[src/rtl/sum_feeder_if.sv]
// Bus bundle between sum_feeder and its producer/summer side.
// Strobes push_l/start_l are one-cycle active-low requests with no ready; a request is taken or dropped in the cycle it is seen.
interface sum_feeder_if;
  logic       push_l;
  logic [7:0] din;
  logic       start_l;
  logic       done_in;
  logic       go_l;
  logic [7:0] inA;
  logic [3:0] count;
  logic       full;
  logic       empty;
  logic       busy;

  modport master (
    output push_l, din, start_l, done_in,
    input  go_l, inA, count, full, empty, busy
  );

  modport slave (
    input  push_l, din, start_l, done_in,
    output go_l, inA, count, full, empty, busy
  );
endinterface

[src/rtl/sum_feeder.sv]
// 8x8 FIFO that feeds a downstream summer one operand per cycle (IDLE/FEED/TERM).
// Optional macro SUM_FEEDER_ZERO_DROP_EN discards zero-valued pushes.
module sum_feeder (
  input  logic              ck,
  input  logic              reset_l,
  sum_feeder_if.slave       bus,
  output logic [1:0]        state_dbg
);

  localparam logic [1:0] S_IDLE = 2'd0;
  localparam logic [1:0] S_FEED = 2'd1;
  localparam logic [1:0] S_TERM = 2'd2;

  logic [1:0] state_q, state_d;
  logic       first_cyc_q, first_cyc_d;
  logic [2:0] wr_ptr_q, wr_ptr_d;
  logic [2:0] rd_ptr_q, rd_ptr_d;
  logic [3:0] count_q, count_d;
  logic [7:0] mem_q [8];
  logic [7:0] mem_d [8];
  logic       zero_ok;

`ifdef SUM_FEEDER_ZERO_DROP_EN
  // A zero would look like end-of-stream to the summer, so it never enters.
  assign zero_ok = (bus.din != 8'd0);
`else
  assign zero_ok = 1'b1;
`endif

  always_comb begin
    state_d     = state_q;
    first_cyc_d = first_cyc_q;
    wr_ptr_d    = wr_ptr_q;
    rd_ptr_d    = rd_ptr_q;
    count_d     = count_q;
    mem_d       = mem_q;
    case (state_q)
      S_IDLE: begin
        if (!bus.start_l && (count_q != 4'd0)) begin
          state_d     = S_FEED;
          first_cyc_d = 1'b1;
        end else if (!bus.push_l && bus.start_l && (count_q != 4'd8) && zero_ok) begin
          mem_d[wr_ptr_q] = bus.din;
          wr_ptr_d        = wr_ptr_q + 3'd1;
          count_d         = count_q + 4'd1;
        end
      end
      S_FEED: begin
        first_cyc_d = 1'b0;
        // The summer saw a zero operand after the first: abandon the rest.
        if (!first_cyc_q && bus.done_in) begin
          state_d  = S_IDLE;
          rd_ptr_d = 3'd0;
          wr_ptr_d = 3'd0;
          count_d  = 4'd0;
        end else begin
          rd_ptr_d = rd_ptr_q + 3'd1;
          count_d  = count_q - 4'd1;
          if (count_q == 4'd1) begin
            state_d = S_TERM;
          end
        end
      end
      S_TERM: begin
        if (bus.done_in) begin
          state_d = S_IDLE;
        end
      end
      default: begin
        state_d = S_IDLE;
      end
    endcase
  end

  always_ff @(posedge ck or negedge reset_l) begin
    if (!reset_l) begin
      state_q     <= S_IDLE;
      first_cyc_q <= 1'b0;
      wr_ptr_q    <= 3'd0;
      rd_ptr_q    <= 3'd0;
      count_q     <= 4'd0;
    end else begin
      state_q     <= state_d;
      first_cyc_q <= first_cyc_d;
      wr_ptr_q    <= wr_ptr_d;
      rd_ptr_q    <= rd_ptr_d;
      count_q     <= count_d;
    end
  end

  // Storage is not reset; the cleared pointers and count make old data unreachable.
  always_ff @(posedge ck) begin
    mem_q <= mem_d;
  end

  assign bus.go_l   = !((state_q == S_FEED) && first_cyc_q);
  assign bus.inA    = (state_q == S_FEED) ? mem_q[rd_ptr_q] : 8'd0;
  assign bus.count  = count_q;
  assign bus.full   = (count_q == 4'd8);
  assign bus.empty  = (count_q == 4'd0);
  assign bus.busy   = (state_q != S_IDLE);
  assign state_dbg  = state_q;

endmodule

[src/flat_wrapper.sv]
// flat-port wrapper written by rule: the top's interface ports become plain ports
module sum_feeder_flat 
  (ck, reset_l, state_dbg, bus_push_l, bus_din, bus_start_l, bus_done_in, bus_go_l, bus_inA, bus_count, bus_full, bus_empty, bus_busy);
  sum_feeder_if bus_i ();
  input  logic ck;
  input  logic reset_l;
  output logic [1:0] state_dbg;
  input wire logic [$bits(bus_i.push_l)-1:0] bus_push_l;
  input wire logic [$bits(bus_i.din)-1:0] bus_din;
  input wire logic [$bits(bus_i.start_l)-1:0] bus_start_l;
  input wire logic [$bits(bus_i.done_in)-1:0] bus_done_in;
  output wire logic [$bits(bus_i.go_l)-1:0] bus_go_l;
  output wire logic [$bits(bus_i.inA)-1:0] bus_inA;
  output wire logic [$bits(bus_i.count)-1:0] bus_count;
  output wire logic [$bits(bus_i.full)-1:0] bus_full;
  output wire logic [$bits(bus_i.empty)-1:0] bus_empty;
  output wire logic [$bits(bus_i.busy)-1:0] bus_busy;
  assign bus_i.push_l = bus_push_l;
  assign bus_i.din = bus_din;
  assign bus_i.start_l = bus_start_l;
  assign bus_i.done_in = bus_done_in;
  assign bus_go_l = bus_i.go_l;
  assign bus_inA = bus_i.inA;
  assign bus_count = bus_i.count;
  assign bus_full = bus_i.full;
  assign bus_empty = bus_i.empty;
  assign bus_busy = bus_i.busy;
  sum_feeder u_core (.ck(ck), .reset_l(reset_l), .bus(bus_i), .state_dbg(state_dbg));
endmodule
[config.mk]
export PLATFORM = sky130hd
export DESIGN_NAME = sum_feeder_flat
export DESIGN_NICKNAME = d
export VERILOG_FILES = /design/src/rtl/sum_feeder_if.sv /design/src/rtl/sum_feeder.sv /design/src/flat_wrapper.sv
export SDC_FILE = /design/constraint.sdc
export NUM_CORES = 1
export LEC_CHECK = 0
export CAP_MARGIN = 0
export CORE_ASPECT_RATIO = 0.5
export CORE_MARGIN = 1.5
export CORE_UTILIZATION = 45
export CTS_CLUSTER_SIZE = 16
export DETAILED_ROUTE_END_ITERATION = 8
export REMOVE_ABC_BUFFERS = 1
export SYNTH_ARGS = -nofsm -noshare
export SYNTH_HDL_FRONTEND = slang
export SYNTH_SLANG_ARGS = --single-unit
[constraint.sdc]
create_clock -name ck -period 2.5 [get_ports ck]
set_input_delay 0.5 -clock ck [delete_from_list [all_inputs] [get_ports ck]]
set_output_delay 0.5 -clock ck [all_outputs]
set_load 0.05 [all_outputs]
After elaboration in Yosys (flattened, before gate mapping):

Cells that the tools add are included.

* multiplexer cells: 23
* equal/unequal tests: 11
* reductions and logical operators: 20
* $lt $le $gt $ge: 3
* bitwise gates (word level): 3
* add/subtract/negate cells: 4

Operators by type and width (number)
* 64-bit bitwise mux: 1
* 8-bit 2-to-1 mux: 4
* 8-bit binary-select mux with 3-bit select: 1
* 8-bit demux with 3-bit select: 1
* 3-bit 2-to-1 mux: 4
* 4-bit 2-to-1 mux: 3
* 3-bit AND reduction: 3
* 4-bit greater-or-equal comparator (second input constant): 2
* 2-bit 2-to-1 mux: 4
* 3-bit NOT with 4-bit output: 2
* 4-bit one-hot mux with 2 select lines: 1
* 3-bit by 1-bit adder with 3-bit output (second input constant): 2
* 1-bit logical AND: 6
* 2-bit by 1-bit inequality test with 1-bit output (second input constant): 3
* 2-bit one-hot mux with 3 select lines: 1
* 3-bit one-hot mux with 2 select lines: 1
* 4-bit by 1-bit adder with 4-bit output (second input constant): 1
* 4-bit by 1-bit equality test with 1-bit output (second input constant): 1
* 4-bit equality test (second input constant): 1
* 1-bit logical NOT: 4
* 4-bit logical NOT: 1
* 4-bit by 1-bit less-than comparator with 1-bit output (second input constant): 1
* 2-bit inequality test (second input constant): 2
* 4-bit inequality test (second input constant): 1
* 12 further kinds: 13

* input port bits: 13
* flip-flop bits (word level): 77
* output and inout port bits: 18
* logic and storage cells: 77

Logic depth before layout (Yosys ltp):

* depth after elaboration: 6
* gate-level depth with buffers: 6
* gate-level depth less buffers: 5

Worst setup path before layout:

No wires, ideal clock.

* path type: reg-to-output
* from: reg u_core.count_q[0], in the netlist u_core.bus.count[0]
* to: out bus_empty
* required time: 2.000 ns
* arrival time: 2.165 ns
* slack: -0.165 ns
* cell stages (with the launch flop): 4
* cells stage by stage: dfrtp_1 > inv_1 > ha_1 > nor3b_1

* word-level cells in the longest chain between the ends: 1

RTL lines
* start: declaration: RTL line sum_feeder.sv:18 `logic [3:0] count_q, count_d;`
* start signal: assignment: RTL line sum_feeder.sv:87 `count_q <= count_d;`
* 4-bit logical NOT: RTL line sum_feeder.sv:100 `assign bus.empty = (count_q == 4'd0);`
* end: declaration: RTL line flat_wrapper.sv:16 `output wire logic [$bits(bus_i.empty)-1:0] bus_empty;`

No other way between the ends.

Worst setup path after layout:

* from: reg u_core.rd_ptr_q[1]
* to: out bus_inA[5]

* word-level cells in the longest chain between the ends: 5

RTL lines
* start: declaration: RTL line sum_feeder.sv:17 `logic [2:0] rd_ptr_q, rd_ptr_d;`
* start signal: assignment: RTL line sum_feeder.sv:86 `rd_ptr_q <= rd_ptr_d;`
* 3-bit NOT with 4-bit output (not written as such): RTL line sum_feeder.sv:97 `assign bus.inA = (state_q == S_FEED) ? mem_q[rd_ptr_q] : 8'd0;`
* 8-bit binary-select mux with 3-bit select: RTL line sum_feeder.sv:97
* 8-bit 2-to-1 mux (not written as such) (2 in series): RTL line sum_feeder.sv:97
* 8-bit 2-to-1 mux: RTL line sum_feeder.sv:97
* end: declaration: RTL line flat_wrapper.sv:13 `output wire logic [$bits(bus_i.inA)-1:0] bus_inA;`

No other way between the ends. The select of a mux whose other input is x is not followed.

==> metrics list <==
* Wire length of the first global-routing pass: 11.53 mm
- Worst R2R Start: u_core.bus.count[0]$_DFFE_PN0P_
- In the final design database the tool counted 293 nets.
- By startpoint and endpoint, the worst setup path is classified as reg2out.
- Final critical-path share of the clock period: 98.04%
- WL/cell: 19.76 um
- Instance area after placement: 3989 um2
- Detailed-placement wirelength estimate: 5.088 mm
* Leakage power figure: 1.543 nW
- Crit path required time: 2000 ps
* Area delta synth->final: 23.40%
- In this run the standard cell core region covers 7405 um2.
- GR Overflow Total: 0
- The min-delay analysis places its worst path in the category reg2reg.
* Chip Height: 65.15 um
- The final-report hold violation count is 0.
- Of all nets on the critical path, the largest fanout is 13.
- The H-tree was split into 3 levels.
- After detailed routing, the number of vias per cell comes to 5.688.
* Number of flops mapped to enable cells by yosys: 64
* Commonest cells after routing, fill and taps aside: edfxtp_1, mux2i_1, clkdlybuf4s50_1
- The path with the worst hold slack has its endpoint at u_core.first_cyc_q$_DFFE_PN0P_.
- Depth of the worst hold-timing path: 1
- End of the worst register-to-register path: u_core.mem_q[42]$_DFFE_PP_
- Most common cell after layout, fill and taps aside: edfxtp_1
- WL final: 7.409 mm
- Counting every instance in the synthesized netlist gives 233.
* Root buffer cell: clkbuf_16
- Synthesis Warnings: 0
- After synthesis the netlist holds a flip-flop and latch count of 77.
* FP Rows: 22
- DRC marker count from the first detailed-route iteration: 175
- Headroom to the max-slew limit: 56.53%
* Worst setup path start: u_core.rd_ptr_q[1]$_DFFE_PN0N_
- In the post-synthesis netlist, the biggest area contributors are edfxtp_1, dfrtp_1, mux2i_1.
- Number of DRC violations after detailed routing: 0
- Die ar.: 8292 um2
* Routability congestion estimate: 0.8276
* Setup Viol. Count Final: 0
- Outcome: finished clean
- STA puts the critical path data arrival time at 1950 ps.
* Launch point of the worst hold path: u_core.first_cyc_q$_DFFE_PN0P_
- Count of TritonRoute iterations in the first routing pass: 4
- The worst setup path is captured at an output pin.
* Overall via count from detail_route: 2133
- TritonCTS clock tree: yes
* Register-to-register setup slack: 520 ps
- Counting flops with an async set or reset pin after synthesis yields a share of 16.88%.
- The top cell type by area accounts for 55.29% of the synthesized area.
- Max-Cap Viols: 0
* Initial antenna violation count: 0
- In this run the power density over the cells is 1230 nW/um2.
- The final-report max-slew violation count came to 0.
* Clock insertion delay at the later pin of the skew report: 330 ps
* Count of cell types in the netlist: 44
- Least-Margin Pin Slew: 650.1 ps
- Sequential share of the synthesized area: 64.65%
- After synthesis, the mean cell area works out to 14.92 um2.
* VDD IR max: 0.0006930 V
- Entering global routing, the biggest net connects 17 pins.
- The most used flip-flop cell after synthesis is edfxtp_1.
* CP startpoint kind: register
* # IOs: 31
- Depth of the most critical reg-to-reg path: 6
- Port buffering added 30 buffers.
- After clock tree synthesis, the clock-pin slew on the worst setup and hold paths is 60 ps.
- The number of global-route vias before repair is 2110.
- With fillers left out, the area of the finished cells amounts to 4289 um2.
* Clock Tree Buf Depth: 2
- Across all hold checks on the routed design, the worst slack comes to 530.9 ps.
- Time the worst path needs with I/O delays and setup: 2451 ps
* RSZ-0062 raised after global routing: no
* Starting density of the core: 46.94%
- Total track usage: 19.47%
* Fmax achieved: 408.0 MHz
- Across the routed clock network, the largest skew measured is 6.190 ps.
- Counting the buffers created by CTS gives 9.
- The number of antenna diodes in the final layout is 0.
- The detail route stage leaves a number of antenna-violating nets equal to 0.
- Most area-hungry cell type in the Yosys netlist: edfxtp_1
- Counting every sink on the clock net gives 77.
* Number of buffers inserted by post-CTS setup repair: 0
- Die span in x: 127.3 um
* Area of the mapped netlist: 3476 um2
- The post-route netlist has 19.71% of its cells at a drive strength greater than 1.
where the power goes:
part / total, W / switching (W) / internal (W) / leakage (nW)
sequential: 0.00176 / 0.000228 / 0.00153 / 0.741
combinational: 0.00225 / 0.00130 / 0.000953 / 0.663
clock: 0.00126 / 0.000494 / 0.000771 / 0.138
total: 0.00528 / 0.00202 / 0.00325 / 1.54
through the flow:
step                TNS, ps  instances  utilization [%]  total power, W  setup slack [ps]
floorplan             -3799        218                -        0.003093            -164.9
global placement          0        359            53.87        0.004006             325.1
detailed placement        0        359            53.87        0.004029             300.3
CTS                       0        375            57.82        0.005296             19.41
global route              0        375            57.93        0.005510             17.71
finish                    0        375            57.93        0.005277             49.04
sequential cells by signal, summed over array words and instances (netlist names):
register,count
u_core.state_dbg,2
u_core.wr_ptr_q,3
u_core.mem_q,64
u_core.rd_ptr_q,3
u_core.bus.count,4
u_core.first_cyc_q,1
worst max-delay path by stage:
stage | depth (start not counted) | end | slack, ps
after floorplan | 5 | u_core.mem_q[32]$_DFFE_PP_ | -160
after global placement | 6 | u_core.mem_q[46]$_DFFE_PP_ | 330
after detailed placement | 6 | u_core.mem_q[32]$_DFFE_PP_ | 300
after CTS | 5 | bus_inA[5] | 20
after global routing | 5 | bus_inA[1] | 20
final | 5 | bus_inA[5] | 50
metal layers:
layer	vias up	GRT usage [%]	share of wire, %
met1	1062	25.94	45
li1	989	-	-
met2	72	31.01	47
met3	10	6.026	6.8
met5	-	0	0
met4	0	5.966	1.3
cells by family after synthesis:
logic type	share of synthesized area (%)
buffers and inverters	4.175
AO/OA/AOI/OAI	9.396
multiplexers	9.215
adder cells (fa/ha/maj)	2.160
AND/OR/NAND/NOR	10.40
flip-flops	64.65
layout make-up:
cell class	count	area [um2]
Fill cell	570	3115
Clock buffer	10	229.0
Timing Repair Buffer	45	510.5
Sequential cell	77	2251
Tap cell	96	120.1
Clock inverter	6	63.81
Multi-Input combinational cell	134	1089
Inverter	7	26.28
critical path, cell delays in order, from the launching register on:
cell     delay, ps
dfrtp_4        560
buf_4          230
mux2i_1        270
a22oi_1        140
and3_1         260
buf_12         150
synth_stat cells (3+ instances only):
| library cell | count |
|---|---|
| nor2_1 | 6 |
| dfrtp_1 | 13 |
| a22oi_1 | 16 |
| nor3_1 | 3 |
| o31ai_1 | 4 |
| ha_1 | 6 |
| buf_6 | 6 |
| nor2b_1 | 4 |
| inv_1 | 7 |
| buf_4 | 4 |
| and3_1 | 10 |
| a2bb2oi_1 | 3 |
| nand3_1 | 3 |
| edfxtp_1 | 64 |
| a31oi_1 | 3 |
| nand4_1 | 5 |
| nand2b_1 | 3 |
| nand2_1 | 9 |
| mux2i_1 | 32 |
repair_timing:
item,CTS,global route
hold buffers,0,0
endpoints found under the setup margin,0,8
gates resized for setup,0,3
(Power assumes the default switching activity.)
